### src/rtl/counter_sequencer_if.sv
// Request/grant and counter-control bundle for counter_sequencer.
// master: requesters plus the counter's value; slave: the sequencer itself.
interface counter_sequencer_if #(
    parameter int CNT_W  = 3,
    parameter int STEP_W = 4
);
    logic              req0;
    logic [CNT_W-1:0]  start0;
    logic              dir0;
    logic [STEP_W-1:0] steps0;
    logic              req1;
    logic [CNT_W-1:0]  start1;
    logic              dir1;
    logic [STEP_W-1:0] steps1;
    logic              gnt0;
    logic              gnt1;
    logic              done0;
    logic              done1;
    logic [CNT_W-1:0]  count;
    logic              set;
    logic [CNT_W-1:0]  setnum;
    logic              mode;
    logic              busy;
    logic              err;

    modport master (
        output req0, start0, dir0, steps0,
        output req1, start1, dir1, steps1,
        output count,
        input  gnt0, gnt1, done0, done1,
        input  set, setnum, mode, busy, err
    );

    modport slave (
        input  req0, start0, dir0, steps0,
        input  req1, start1, dir1, steps1,
        input  count,
        output gnt0, gnt1, done0, done1,
        output set, setnum, mode, busy, err
    );
endinterface

### src/rtl/counter_sequencer.sv
// Shares one external up/down counter between two requesters (round robin):
// load a start value, count N steps, then freeze and verify the final value.
//
// state | meaning
// IDLE  | counter frozen at hold value, waiting for a request
// LOAD  | counter loads the granted start value (one cycle)
// RUN   | counter free-runs in the granted direction for 'steps' edges
// DONE  | counter forced to expected value, final value checked (one cycle)
module counter_sequencer #(
    parameter int CNT_W  = 3,
    parameter int STEP_W = 4
) (
    input  logic                 clk,
    input  logic                 clr,
    counter_sequencer_if.slave   bus
);
    typedef enum logic [1:0] {
        S_IDLE = 2'd0,
        S_LOAD = 2'd1,
        S_RUN  = 2'd2,
        S_DONE = 2'd3
    } state_t;

    state_t            r_state;
    logic              r_set;
    logic [CNT_W-1:0]  r_setnum;
    logic              r_mode;
    logic              r_gnt0;
    logic              r_gnt1;
    logic              r_done0;
    logic              r_done1;
    logic              r_busy;
    logic              r_err;
    logic [CNT_W-1:0]  r_hold;
    logic [CNT_W-1:0]  r_expected;
    logic              r_dir;
    logic [STEP_W-1:0] r_steps;
    logic [STEP_W-1:0] r_remaining;
    logic              r_id;
    logic              r_last;

    logic              w_any;
    logic              w_win;
    logic [CNT_W-1:0]  w_start;
    logic              w_dir;
    logic [STEP_W-1:0] w_steps;
    logic [CNT_W-1:0]  w_step_mod;
    logic [CNT_W-1:0]  w_expected;

    // With both requesting, the one not granted last wins.
    assign w_any      = bus.req0 | bus.req1;
    assign w_win      = (bus.req0 & bus.req1) ? ~r_last : bus.req1;
    assign w_start    = w_win ? bus.start1 : bus.start0;
    assign w_dir      = w_win ? bus.dir1   : bus.dir0;
    assign w_steps    = w_win ? bus.steps1 : bus.steps0;
    assign w_step_mod = CNT_W'(w_steps);
    assign w_expected = w_dir ? (w_start + w_step_mod) : (w_start - w_step_mod);

    always_ff @(posedge clk or negedge clr) begin
        if (!clr) begin
            r_state     <= S_IDLE;
            r_set       <= 1'b1;
            r_setnum    <= '0;
            r_mode      <= 1'b0;
            r_gnt0      <= 1'b0;
            r_gnt1      <= 1'b0;
            r_done0     <= 1'b0;
            r_done1     <= 1'b0;
            r_busy      <= 1'b0;
            r_err       <= 1'b0;
            r_hold      <= '0;
            r_expected  <= '0;
            r_dir       <= 1'b0;
            r_steps     <= '0;
            r_remaining <= '0;
            r_id        <= 1'b0;
            r_last      <= 1'b1;
        end else begin
            r_gnt0  <= 1'b0;
            r_gnt1  <= 1'b0;
            r_done0 <= 1'b0;
            r_done1 <= 1'b0;
            case (r_state)
                S_IDLE: begin
                    r_set    <= 1'b1;
                    r_setnum <= r_hold;
                    if (w_any) begin
                        r_state    <= S_LOAD;
                        r_busy     <= 1'b1;
                        r_setnum   <= w_start;
                        r_dir      <= w_dir;
                        r_steps    <= w_steps;
                        r_id       <= w_win;
                        r_last     <= w_win;
                        r_expected <= w_expected;
                        r_gnt0     <= ~w_win;
                        r_gnt1     <= w_win;
                    end
                end
                S_LOAD: begin
                    if (r_steps != '0) begin
                        r_state     <= S_RUN;
                        r_set       <= 1'b0;
                        r_mode      <= r_dir;
                        r_remaining <= r_steps;
                    end else begin
                        r_state  <= S_DONE;
                        r_set    <= 1'b1;
                        r_setnum <= r_expected;
                        r_done0  <= ~r_id;
                        r_done1  <= r_id;
                    end
                end
                S_RUN: begin
                    r_remaining <= r_remaining - STEP_W'(1);
                    // set is registered, so this edge is still the last counting edge
                    if (r_remaining == STEP_W'(1)) begin
                        r_state  <= S_DONE;
                        r_set    <= 1'b1;
                        r_setnum <= r_expected;
                        r_done0  <= ~r_id;
                        r_done1  <= r_id;
                    end
                end
                S_DONE: begin
                    if (bus.count != r_expected) begin
                        r_err <= 1'b1;
                    end
                    r_hold  <= r_expected;
                    r_busy  <= 1'b0;
                    r_state <= S_IDLE;
                end
                default: begin
                    r_state <= S_IDLE;
                end
            endcase
        end
    end

    assign bus.set    = r_set;
    assign bus.setnum = r_setnum;
    assign bus.mode   = r_mode;
    assign bus.gnt0   = r_gnt0;
    assign bus.gnt1   = r_gnt1;
    assign bus.done0  = r_done0;
    assign bus.done1  = r_done1;
    assign bus.busy   = r_busy;
    assign bus.err    = r_err;
endmodule

### src/flat_wrapper.sv
// flat-port wrapper written by rule: the top's interface ports become plain ports
module counter_sequencer_flat 
#(
    parameter int CNT_W  = 3,
    parameter int STEP_W = 4
)
  (clk, clr, bus_req0, bus_start0, bus_dir0, bus_steps0, bus_req1, bus_start1, bus_dir1, bus_steps1, bus_count, bus_gnt0, bus_gnt1, bus_done0, bus_done1, bus_set, bus_setnum, bus_mode, bus_busy, bus_err);
  counter_sequencer_if #(.CNT_W(CNT_W), .STEP_W(STEP_W)) bus_i ();
  input  logic clk;
  input  logic clr;
  input wire logic [$bits(bus_i.req0)-1:0] bus_req0;
  input wire logic [$bits(bus_i.start0)-1:0] bus_start0;
  input wire logic [$bits(bus_i.dir0)-1:0] bus_dir0;
  input wire logic [$bits(bus_i.steps0)-1:0] bus_steps0;
  input wire logic [$bits(bus_i.req1)-1:0] bus_req1;
  input wire logic [$bits(bus_i.start1)-1:0] bus_start1;
  input wire logic [$bits(bus_i.dir1)-1:0] bus_dir1;
  input wire logic [$bits(bus_i.steps1)-1:0] bus_steps1;
  input wire logic [$bits(bus_i.count)-1:0] bus_count;
  output wire logic [$bits(bus_i.gnt0)-1:0] bus_gnt0;
  output wire logic [$bits(bus_i.gnt1)-1:0] bus_gnt1;
  output wire logic [$bits(bus_i.done0)-1:0] bus_done0;
  output wire logic [$bits(bus_i.done1)-1:0] bus_done1;
  output wire logic [$bits(bus_i.set)-1:0] bus_set;
  output wire logic [$bits(bus_i.setnum)-1:0] bus_setnum;
  output wire logic [$bits(bus_i.mode)-1:0] bus_mode;
  output wire logic [$bits(bus_i.busy)-1:0] bus_busy;
  output wire logic [$bits(bus_i.err)-1:0] bus_err;
  assign bus_i.req0 = bus_req0;
  assign bus_i.start0 = bus_start0;
  assign bus_i.dir0 = bus_dir0;
  assign bus_i.steps0 = bus_steps0;
  assign bus_i.req1 = bus_req1;
  assign bus_i.start1 = bus_start1;
  assign bus_i.dir1 = bus_dir1;
  assign bus_i.steps1 = bus_steps1;
  assign bus_i.count = bus_count;
  assign bus_gnt0 = bus_i.gnt0;
  assign bus_gnt1 = bus_i.gnt1;
  assign bus_done0 = bus_i.done0;
  assign bus_done1 = bus_i.done1;
  assign bus_set = bus_i.set;
  assign bus_setnum = bus_i.setnum;
  assign bus_mode = bus_i.mode;
  assign bus_busy = bus_i.busy;
  assign bus_err = bus_i.err;
  counter_sequencer #(.CNT_W(CNT_W), .STEP_W(STEP_W)) u_core (.clk(clk), .clr(clr), .bus(bus_i));
endmodule
### config.mk
export PLATFORM = sky130hd
export DESIGN_NAME = counter_sequencer_flat
export DESIGN_NICKNAME = d
export VERILOG_FILES = /design/src/rtl/counter_sequencer_if.sv /design/src/rtl/counter_sequencer.sv /design/src/flat_wrapper.sv
export SDC_FILE = /design/constraint.sdc
export NUM_CORES = 1
export LEC_CHECK = 0
export BUFFER_PORTS_ARGS = -buffer_cell sky130_fd_sc_hd__buf_2
export CORE_MARGIN = 3
export CORE_UTILIZATION = 59
export CTS_CLUSTER_DIAMETER = 30
export CTS_CLUSTER_SIZE = 40
export DETAILED_ROUTE_END_ITERATION = 10
export PLACE_DENSITY = 0.85
export RECOVER_POWER = 25
export SLEW_MARGIN = 10
export SYNTH_ARGS = -nofsm -noshare
export SYNTH_HDL_FRONTEND = slang
export SYNTH_SLANG_ARGS = --single-unit
### constraint.sdc
create_clock -name clk -period 5.7 [get_ports clk]
set_input_delay 1.14 -clock clk [delete_from_list [all_inputs] [get_ports clk]]
set_output_delay 1.14 -clock clk [all_outputs]
set_load 0.01 [all_outputs]
== Word level (Yosys, flattened, before mapping) ==
Cells that the tools add are included.

* Flip-flop bits (word level): 30
* Bits of input ports: 23
* Output and inout port bits: 11
* Word-level logic and storage cells: 77

* Add/subtract/negate cells: 3
* Eq/ne operators: 9
* Mux-type cells: 30
* Bitwise gates (word level): 5
* Reductions and logical operators: 13

{| class="wikitable"
|+ Operators by type and width
! kind !! count
|-
| $mux W3 || 5
|-
| $mux W1 || 14
|-
| $reduce_and A2 Y1 || 7
|-
| $pmux W3 S3 || 1
|-
| $mux W4 || 2
|-
| $pmux W2 S4 || 1
|-
| $pmux W4 S2 || 1
|-
| $ne A2 B1 Y1 const B || 3
|-
| $pmux W1 S2 || 3
|-
| $eq A2 B2 Y1 const B || 2
|-
| $eq A4 B1 Y1 const B || 1
|-
| $mux W2 || 2
|-
| $reduce_bool A2 Y1 || 2
|-
| $reduce_bool A4 Y1 || 1
|-
| $sub A4 B1 Y4 const B || 1
|-
| $add A3 B3 Y3 || 1
|-
| $ne A3 B3 Y1 || 1
|-
| $not A1 Y1 || 3
|-
| $pmux W1 S3 || 1
|-
| $reduce_and A3 Y1 || 1
|-
| $reduce_bool A3 Y1 || 1
|-
| $sub A3 B3 Y3 || 1
|-
| $eq A2 B1 Y1 const B || 1
|-
| $logic_not A2 Y1 || 1
|-
| 3 further kinds || 3
|}

== Longest topological paths before layout ==
Gate-level depths: netlist (run 1).

* Depth after elaboration: 5
* Gate-level depth with buffers: 10
* Depth with buffers taken out: 8

== Worst setup path after synthesis (run 1) ==
OpenSTA, ideal clock, no wires.

* Path type: input port to flip-flop
* Start: input port bus_req1
* End: register u_core.r_expected[1]
* Setup time: 0.125 ns
* Arrival time: 2.821 ns
* Data required time: 5.575 ns
* Setup slack: 2.754 ns
* Stages on the path: 7
* Path buffers: 1
* Cells stage by stage: a21bo_1 -> buf_6 -> mux2i_4 -> or4_1 -> o211ai_2 -> fa_1 -> mux2_2

* Cells in the longest elaborated chain, start to end: 5
* Elaborated cells on any way between the ends: 10
* Those cells by class: add/sub: 2; mux: 5; bitwise: 2; reduce/logical: 1

{| class="wikitable"
|+ Ends and longest elaborated chain
! what !! line !! source
|-
| start: declaration || flat_wrapper.sv:15 || <nowiki>input wire logic [$bits(bus_i.req1)-1:0] bus_req1;</nowiki>
|-
| $and A1 B1 Y1 || counter_sequencer.sv:52 || <nowiki>assign w_win = (bus.req0 & bus.req1) ? ~r_last : bus.req1;</nowiki>
|-
| $mux W1 * || counter_sequencer.sv:52 ||
|-
| $mux W3 / $mux W4 (equally long branches) || counter_sequencer.sv:53, counter_sequencer.sv:55 ||
|-
| $sub A3 B3 Y3 / $add A3 B3 Y3 (equally long branches) || counter_sequencer.sv:57 || <nowiki>assign w_expected = w_dir ? (w_start + w_step_mod) : (w_start - w_step_mod);</nowiki>
|-
| $mux W3 * || counter_sequencer.sv:57 ||
|-
| net u_core.w_expected[1] || counter_sequencer.sv:48 || <nowiki>logic [CNT_W-1:0] w_expected;</nowiki>
|-
| end signal: assignment || counter_sequencer.sv:95 || <nowiki>r_expected <= w_expected;</nowiki>
|-
| end: declaration || counter_sequencer.sv:35 || <nowiki>logic [CNT_W-1:0] r_expected;</nowiki>
|}

The timed path passes the listed nets; every way through them passes the cells marked *.
A chain may end at the register's enable or synchronous reset.

== Final worst setup path (run 1) ==
* Start: input port bus_req1
* End: register u_core.r_expected[2]

* Cells in the longest elaborated chain, start to end: 5
* Elaborated cells on any way between the ends: 10
* Those cells by class: add/sub: 2; mux: 5; bitwise: 2; reduce/logical: 1

{| class="wikitable"
|+ Ends and longest elaborated chain
! what !! line
|-
| $and A1 B1 Y1 || counter_sequencer.sv:52
|-
| $mux W1 || counter_sequencer.sv:52
|-
| $mux W3 / $mux W4 (equally long branches) || counter_sequencer.sv:53, counter_sequencer.sv:55
|-
| $sub A3 B3 Y3 / $add A3 B3 Y3 (equally long branches) || counter_sequencer.sv:57
|-
| $mux W3 || counter_sequencer.sv:57
|}

Parallel ways exist; a longest one is shown, timed or not.

==> results of run 1 <==
==> cells in the mapped netlist (all sizes together) (3+ instances only) <==
| cell | n | area [µm²] |
|---|---|---|
| a21o | 3 | 22.5 |
| a21oi | 11 | 55.1 |
| a31oi | 5 | 31.3 |
| buf | 5 | 33.8 |
| dfrtp | 28 | 701 |
| ha | 6 | 75.1 |
| inv | 8 | 30.0 |
| mux2 | 6 | 67.6 |
| mux2i | 11 | 123 |
| nand2 | 20 | 75.1 |
| nor2 | 11 | 41.3 |
| o21ai | 14 | 70.1 |
| xnor2 | 6 | 52.6 |
==> per-stage QoR <==
step	std cells	instance area (µm²)	utilization (%)
finish	240	1960	74.4
global route	240	1960	74.4
CTS	240	1960	74.5
detailed placement	232	1900	72.2
global placement	232	1900	72.2
floorplan	173	1730	-
==> logic make-up (layout without fill, tap and decap cells) <==
group                      count (synthesis)  count (layout)  share of synthesized area [%]
xor gates and xnor gates                   8               8                           4.06
muxes                                     17              17                           11.0
and+or+nand+nor                           47              47                           12.8
buffers and inverters                     13              50                           3.70
DFF                                       30              30                           43.6
adders and majority gates                  7               7                           5.51
AOI/OAI and AO/OA                         51              51                           19.3
==> final timing paths <==
| check | from | end | slack, ns | cells past startpoint |
|---|---|---|---|---|
| max | bus_req1 | u_core.r_expected[2]$_DFFE_PN0P_ | 2.56 | 9 |
| min | u_core.bus.err$_DFFE_PN0P_ | u_core.bus.err$_DFFE_PN0P_ | 0.47 | 1 |
| max reg2reg | u_core.r_last$_DFFE_PN1P_ | u_core.r_expected[2]$_DFFE_PN0P_ | 3.01 | 8 |
| min reg2reg | u_core.bus.err$_DFFE_PN0P_ | u_core.bus.err$_DFFE_PN0P_ | 0.47 | 1 |
| max in group asynchronous | clr | u_core.r_steps[2]$_DFFE_PN0P_ | 3.63 | 1 |
| min in group asynchronous | clr | u_core.bus.gnt1$_DFF_PN0_ | 1.17 | 1 |
==> sequential cells by signal, summed over array words and instances, names as in the netlist, 2 cells and up <==
signal	flops
u_core.r_steps	4
u_core.bus.setnum	3
u_core.r_hold	3
u_core.r_expected	3
u_core.r_remaining	4
u_core.r_state	2
==> power groups by stage <==
stage	Clock (mW)	Sequential [mW]	Combinational (mW)
6_report	0.135	0.400	0.518
5_1_grt	0.144	0.412	0.575
4_1_cts	0.135	0.398	0.515
3_5_place_dp	0	0.402	0.506
3_3_place_gp	0	0.393	0.477
2_1_floorplan	0	0.386	0.382
==> per-layer routing <==
metal	global-route usage [%]	wire length [µm]	vias up
met4	10.1	68	0
met3	4.54	185	9
li1	-	-	693
met2	41.0	1960	43
met5	0	0	-
met1	28.4	1600	697
==> worst register-to-register path: stages, from the launching register on <==
cell,delay [ns]
sky130_fd_sc_hd__dfstp_2,0.62
sky130_fd_sc_hd__a21bo_1,0.41
sky130_fd_sc_hd__mux2i_4,0.35
sky130_fd_sc_hd__or4_1,0.16
sky130_fd_sc_hd__o211ai_2,0.11
sky130_fd_sc_hd__fa_1,0.49
sky130_fd_sc_hd__nor3b_1,0.17
sky130_fd_sc_hd__mux2i_1,0.14
sky130_fd_sc_hd__o2111ai_1,0.12
==> layout by cell type (no fill, tap or decap), drive strengths merged, types with 3 or more instances in the layout <==
cell and instances:
buf 32, a31oi 5, clkbuf 9, dfrtp 28, nor2 11, ha 6
o21ai 14, nand2 20, inv 8, a21oi 11, a21o 3, mux2 6
xnor2 6, mux2i 11
==> layout make-up <==
class / instances / share of cell area, %
Clock inverter: 1 / 0.255
Sequential cell: 30 / 38.4
Tap cell: 30 / 1.91
Inverter: 8 / 1.53
Clock buffer: 7 / 2.81
Timing Repair Buffer: 34 / 8.68
Multi-Input combinational cell: 130 / 46.4
==> run_summary.xml, run 1 <==
<?xml version="1.0" encoding="UTF-8"?>
<metrics>
  <group name="grt">
    <metric name="number_of_antenna_violations_at_the_first_check_in_global_routing" unit="">0</metric>
    <metric name="grt_pass1_wl" unit="µm">6310</metric>
    <metric name="grt_usage" unit="%">23.7</metric>
    <metric name="global_route.overflow_total" unit="">0</metric>
    <metric name="grt_pass1_vias" unit="">1398</metric>
    <metric name="grt_start_max_net_pins" unit="">31</metric>
  </group>
  <group name="synthesis">
    <metric name="syn_area" unit="µm²">1730</metric>
    <metric name="postSynthRegisterBits" unit="">30</metric>
    <metric name="sequential_to_total_area_share_from_yosys_stat" unit="%">43.6</metric>
    <metric name="yosys.cell_types.count" unit="">43</metric>
    <metric name="postSynth.asyncResetShare" unit="%">100</metric>
    <metric name="yosysWarningCount" unit="">0</metric>
    <metric name="synth_enable_flop_cells" unit="">0</metric>
    <metric name="postSynth.topFlopCell" unit="">sky130_fd_sc_hd__dfrtp_1</metric>
    <metric name="post_synth.cell_area_avg" unit="µm²">9.98</metric>
    <metric name="syn-num-nets" unit="">203</metric>
    <metric name="syn_inst" unit="">173</metric>
  </group>
  <group name="die">
    <metric name="area_of_the_placeable_core" unit="µm²">2640</metric>
    <metric name="die_area" unit="µm²">3610</metric>
    <metric name="initial_core_util" unit="%">65.5</metric>
    <metric name="die_w" unit="µm">60.1</metric>
    <metric name="vertical_die_dimension" unit="µm">60.1</metric>
    <metric name="rows" unit="">18</metric>
    <metric name="pin_count" unit="">34</metric>
  </group>
  <group name="pwr">
    <metric name="clock_power_share" unit="%">12.8</metric>
    <metric name="sw_frac_of_total" unit="%">42.4</metric>
    <metric name="sequentialPowerShare" unit="%">38.0</metric>
    <metric name="p_leak" unit="nW">0.956</metric>
    <metric name="power-per-cell-area" unit="nW/µm²">537</metric>
    <metric name="p_int" unit="mW">0.606</metric>
    <metric name="p_switching" unit="mW">0.446</metric>
    <metric name="max-vdd-ir-drop" unit="µV">398</metric>
    <metric name="power_frac_comb" unit="%">49.2</metric>
    <metric name="fin_total_pwr" unit="mW">1.05</metric>
  </group>
  <group name="sta">
    <metric name="postLayoutSetupSlackWorst" unit="ns">2.56</metric>
    <metric name="setup_violations" unit="">0</metric>
    <metric name="period_minus_slack" unit="ns">3.14</metric>
    <metric name="tightestPinTransition" unit="ns">1.55</metric>
    <metric name="max_slew_margin" unit="%">-3.15</metric>
    <metric name="fmax" unit="MHz">318</metric>
    <metric name="final.hold.worst_slack" unit="ns">0.467</metric>
    <metric name="fin_crit_sh" unit="%">55.1</metric>
    <metric name="hold_violations" unit="">0</metric>
    <metric name="rsz0062_at_grt" unit="">false</metric>
    <metric name="finalClockSkew" unit="ns">0.00720</metric>
    <metric name="fin_setup_tns" unit="ns">0</metric>
    <metric name="drv_slew" unit="">31</metric>
  </group>
  <group name="clock_network">
    <metric name="post_cts_resize_count" unit="">0</metric>
    <metric name="post_cts_buffers" unit="">0</metric>
    <metric name="clk_latency" unit="ns">0.33</metric>
    <metric name="cts_inserted_buffers" unit="">5</metric>
    <metric name="htree_levels" unit="">2</metric>
    <metric name="clock_sink_count" unit="">30</metric>
    <metric name="cts_hold_fix_bufs" unit="">0</metric>
    <metric name="tritoncts" unit="">built</metric>
    <metric name="clk_pin_slew_worst_paths" unit="ns">0.09</metric>
    <metric name="clock_tree.buffer_depth" unit="">2</metric>
    <metric name="clock_tree_root_buffer_cell" unit="">sky130_fd_sc_hd__clkbuf_4</metric>
  </group>
  <group name="setup_path">
    <metric name="critPathCaptureType" unit="">flop</metric>
    <metric name="cp-start-kind" unit="">input pin</metric>
    <metric name="cpLargestDelayFamily" unit="">compound AO/OA/AOI/OAI gates</metric>
    <metric name="path_class" unit="">input pin to flop</metric>
    <metric name="cp.arrival" unit="ns">3.35</metric>
    <metric name="crit_path_top_delay_cell" unit="">sky130_fd_sc_hd__a21bo_1</metric>
    <metric name="max_stage_delay" unit="ns">0.50</metric>
    <metric name="timing.critical_path.fanout_max" unit="">10</metric>
    <metric name="worstPathCellList" unit="">clkbuf_1 -&gt; a21bo_1 -&gt; mux2i_4 -&gt; or4_1 -&gt; o211ai_2 -&gt; fa_1 -&gt; nor3b_1 -&gt; mux2i_1 -&gt; o2111ai_1</metric>
    <metric name="critical_path.n_buffers_inverters" unit="">1</metric>
    <metric name="critical_path_required" unit="ns">5.91</metric>
  </group>
  <group name="place">
    <metric name="post-dp-hpwl" unit="µm">2880</metric>
    <metric name="port-buffer-count" unit="">33</metric>
    <metric name="place_congestion" unit="">0.887</metric>
    <metric name="preCtsSetupSlack" unit="ns">2.23</metric>
  </group>
  <group name="worst_hold_path">
    <metric name="hold_class" unit="">flop to flop</metric>
  </group>
  <group name="route">
    <metric name="drcViolationCount" unit="">0</metric>
    <metric name="detailroute.via_count" unit="">1442</metric>
    <metric name="post_dr_vias_cell" unit="">6.01</metric>
    <metric name="first_iter_violations" unit="">87</metric>
    <metric name="drt_pass1_iterations" unit="">4</metric>
    <metric name="routed_wirelength" unit="µm">3820</metric>
    <metric name="wl_per_cell" unit="µm">15.9</metric>
    <metric name="antenna_left" unit="">0</metric>
  </group>
  <group name="final_layout">
    <metric name="antenna_cells_inserted" unit="">0</metric>
    <metric name="fillerInstances" unit="">191</metric>
    <metric name="multiInputGateArea" unit="µm²">910</metric>
    <metric name="post_route_cells_drive_above_1_share" unit="%">25.2</metric>
    <metric name="final_nets" unit="">239</metric>
    <metric name="flow.area_growth_from_synthesis" unit="%">13.6</metric>
    <metric name="area.sequential" unit="µm²">753</metric>
  </group>
  <group name="flow_run">
    <metric name="drv_cap" unit="">1</metric>
  </group>
  <group name="outcome">
    <metric name="outcome" unit="">complete, but fails checks</metric>
    <metric name="violations" unit="">max-capacitance violations, max-slew violations</metric>
  </group>
</metrics>
Power figures use the tool's default switching activity.
==> inputs of run 2 (changes only) <==
CORE_UTILIZATION = 54   (was 59)
PLACE_DENSITY = 0.78   (was 0.85)
clock period = 2.93 ns   (was 5.7 ns; I/O delays follow)
==> run 2 against run 1 <==
Compared with the run above: the run still ends with max-capacitance violations, max-slew violations left; critical endpoint unchanged; non-clock buffer count increased by 2; worst hold slack worse by 0.0050 ns; final area grew 2.6%; wire length barely moved; clock-buffer cell count increased by 1; largest power group unchanged.
==> run_summary.xml, run 2 (synthesis gave the netlist of run 1 again) <==
<?xml version="1.0" encoding="UTF-8"?>
<metrics>
  <group name="setup_path">
    <metric name="worstPathCellList" unit="">a21bo_1 -&gt; mux2i_4 -&gt; or4_1 -&gt; o211ai_2 -&gt; fa_1 -&gt; nor3b_1 -&gt; mux2i_1 -&gt; o2111ai_1</metric>
    <metric name="cp.arrival" unit="ns">2.77</metric>
    <metric name="critical_path_required" unit="ns">3.14</metric>
    <metric name="cp-start-kind" unit="">flop</metric>
    <metric name="worstReg2RegEnd" unit="">u_core.r_expected[2]$_DFFE_PN0P_</metric>
    <metric name="reg2reg_depth" unit="">8</metric>
    <metric name="timing.critical_path.fanout_max" unit="">7</metric>
    <metric name="critPathCaptureType" unit="">flop</metric>
    <metric name="r2r_setup_slack" unit="ns">0.37</metric>
    <metric name="path_class" unit="">flop to flop</metric>
    <metric name="crit_path_from" unit="">u_core.r_last$_DFFE_PN1P_</metric>
    <metric name="crit_path_top_delay_cell" unit="">sky130_fd_sc_hd__dfstp_2</metric>
    <metric name="max_stage_delay" unit="ns">0.61</metric>
    <metric name="crit-reg2reg-launch" unit="">u_core.r_last$_DFFE_PN1P_</metric>
  </group>
  <group name="worst_hold_path">
    <metric name="start_point_of_the_worst_min_delay_path" unit="">u_core.bus.err$_DFFE_PN0P_</metric>
    <metric name="min_path_cells" unit="">1</metric>
    <metric name="hold_end" unit="">u_core.bus.err$_DFFE_PN0P_</metric>
    <metric name="hold_class" unit="">flop to flop</metric>
  </group>
  <group name="sta">
    <metric name="setup_violations" unit="">0</metric>
    <metric name="period_minus_slack" unit="ns">2.56</metric>
    <metric name="fmax" unit="MHz">391</metric>
    <metric name="rsz0062_at_grt" unit="">false</metric>
    <metric name="fin_crit_sh" unit="%">87.4</metric>
    <metric name="finalClockSkew" unit="ns">0.00520</metric>
    <metric name="max_slew_margin" unit="%">-2.24</metric>
    <metric name="fin_setup_tns" unit="ns">0</metric>
    <metric name="tightestPinTransition" unit="ns">1.53</metric>
    <metric name="drv_slew" unit="">31</metric>
    <metric name="postLayoutSetupSlackWorst" unit="ns">0.369</metric>
    <metric name="hold_violations" unit="">0</metric>
  </group>
  <group name="place">
    <metric name="place_congestion" unit="">0.906</metric>
    <metric name="port-buffer-count" unit="">33</metric>
    <metric name="post-dp-hpwl" unit="µm">2970</metric>
    <metric name="preCtsSetupSlack" unit="ns">0.138</metric>
  </group>
  <group name="grt">
    <metric name="global_route.overflow_total" unit="">0</metric>
    <metric name="grt_pass1_vias" unit="">1445</metric>
    <metric name="number_of_antenna_violations_at_the_first_check_in_global_routing" unit="">0</metric>
    <metric name="grt_pass1_wl" unit="µm">6520</metric>
    <metric name="grt_start_max_net_pins" unit="">31</metric>
    <metric name="grt_usage" unit="%">21.5</metric>
  </group>
  <group name="final_layout">
    <metric name="post_route_cells_drive_above_1_share" unit="%">26.9</metric>
    <metric name="layout.cells.most_common" unit="">sky130_fd_sc_hd__buf_2</metric>
    <metric name="flow.area_growth_from_synthesis" unit="%">16.4</metric>
    <metric name="fillerInstances" unit="">245</metric>
    <metric name="final_nets" unit="">241</metric>
    <metric name="mostFrequentLayoutCells" unit="">32 x sky130_fd_sc_hd__buf_2, 28 x sky130_fd_sc_hd__dfrtp_1, 20 x sky130_fd_sc_hd__nand2_1, 13 x sky130_fd_sc_hd__o21ai_0</metric>
    <metric name="biggestRegsByFlops" unit="">u_core.r_remaining: 4 flops, u_core.r_steps: 4 flops</metric>
    <metric name="antenna_cells_inserted" unit="">0</metric>
  </group>
  <group name="clock_network">
    <metric name="cts_inserted_buffers" unit="">5</metric>
    <metric name="htree_levels" unit="">2</metric>
    <metric name="tritoncts" unit="">built</metric>
    <metric name="post_cts_resize_count" unit="">0</metric>
    <metric name="post_cts_buffers" unit="">0</metric>
    <metric name="clk_latency" unit="ns">0.33</metric>
    <metric name="clock_tree_root_buffer_cell" unit="">sky130_fd_sc_hd__clkbuf_4</metric>
    <metric name="clk_pin_slew_worst_paths" unit="ns">0.10</metric>
    <metric name="clock_sink_count" unit="">30</metric>
    <metric name="cts_hold_fix_bufs" unit="">0</metric>
    <metric name="clock_tree.buffer_depth" unit="">2</metric>
  </group>
  <group name="die">
    <metric name="pin_count" unit="">34</metric>
    <metric name="rows" unit="">19</metric>
    <metric name="die_w" unit="µm">62.5</metric>
    <metric name="initial_core_util" unit="%">59.5</metric>
    <metric name="vertical_die_dimension" unit="µm">62.5</metric>
    <metric name="area_of_the_placeable_core" unit="µm²">2900</metric>
    <metric name="die_area" unit="µm²">3910</metric>
  </group>
  <group name="route">
    <metric name="wl_per_cell" unit="µm">15.0</metric>
    <metric name="routed_wirelength" unit="µm">3810</metric>
    <metric name="post_dr_vias_cell" unit="">5.62</metric>
    <metric name="drcViolationCount" unit="">0</metric>
    <metric name="first_iter_violations" unit="">73</metric>
    <metric name="detailroute.via_count" unit="">1428</metric>
    <metric name="drt_pass1_iterations" unit="">4</metric>
    <metric name="antenna_left" unit="">0</metric>
  </group>
  <group name="pwr">
    <metric name="fin_total_pwr" unit="mW">2.07</metric>
    <metric name="max-vdd-ir-drop" unit="µV">637</metric>
    <metric name="power-per-cell-area" unit="nW/µm²">1030</metric>
    <metric name="p_leak" unit="nW">0.978</metric>
  </group>
  <group name="flow_run">
    <metric name="drv_cap" unit="">1</metric>
  </group>
  <group name="outcome">
    <metric name="violations" unit="">max-capacitance violations, max-slew violations</metric>
    <metric name="outcome" unit="">complete, but fails checks</metric>
  </group>
</metrics>
==> run 2: cell types whose count changed in the layout (fill, tap and decap cells not counted), sizes merged <==
| cell | change |
|---|---|
| clkinv | -1 |
| buf | +3 |
==> run 2: area by class of cell <==
type	instances	area (µm²)	area share (%)
tap	42	52.6	2.61
clock buffer	8	78.8	3.92
sequential	30	753	37.5
multi-input combinational	130	910	45.2
inverter	8	30.0	1.49
timing repair buffer	36	186	9.27
==> run 2: per-stage QoR <==
stage / std cells / hold slack, ns / utilization (%) / instance area, µm²
finish: 254 / 0.462 / 69.3 / 2010
global route: 254 / 0.495 / 69.3 / 2010
CTS: 254 / 0.276 / 69.4 / 2010
detailed placement: 246 / 0.443 / 66.7 / 1930
global placement: 246 / 0.443 / 66.7 / 1930
floorplan: 173 / 0.290 / - / 1730
==> run 2: per-layer routing <==
metal  routed length (µm)  GRT usage (%)  vias up
met3                  166           5.76       10
met1                 1610           24.2      686
li1                     -              -      693
met2                 1950           37.3       39
met5                    0              0        -
met4                   82           10.5        0
==> run 2: power by group <==
part,internal (mW),total (mW),switching [mW],leakage (nW)
registers,0.611,0.779,0.168,0.364
clock network,0.164,0.309,0.146,0.0446
logic,0.455,0.986,0.531,0.569
==> run 2: critical path: cells and delay by family, from the launching register on <==
family	cells	cell delay (ns)
muxes	2	0.49
DFF	1	0.61
AOI/OAI and AO/OA	3	0.53
adders and majority gates	1	0.48
and+or+nand+nor	2	0.33
==> run 2: how the worst max path moves through the flow <==
stage                                             to  depth (start not counted)  slack, ns
global placement    u_core.r_expected[2]$_DFFE_PN0P_                          9       0.25
finish              u_core.r_expected[2]$_DFFE_PN0P_                          8       0.37
floorplan           u_core.r_expected[1]$_DFFE_PN0P_                          7       0.54
CTS                 u_core.r_expected[2]$_DFFE_PN0P_                          8       0.37
global route        u_core.r_expected[2]$_DFFE_PN0P_                          8       0.23
detailed placement  u_core.r_expected[2]$_DFFE_PN0P_                          9       0.14
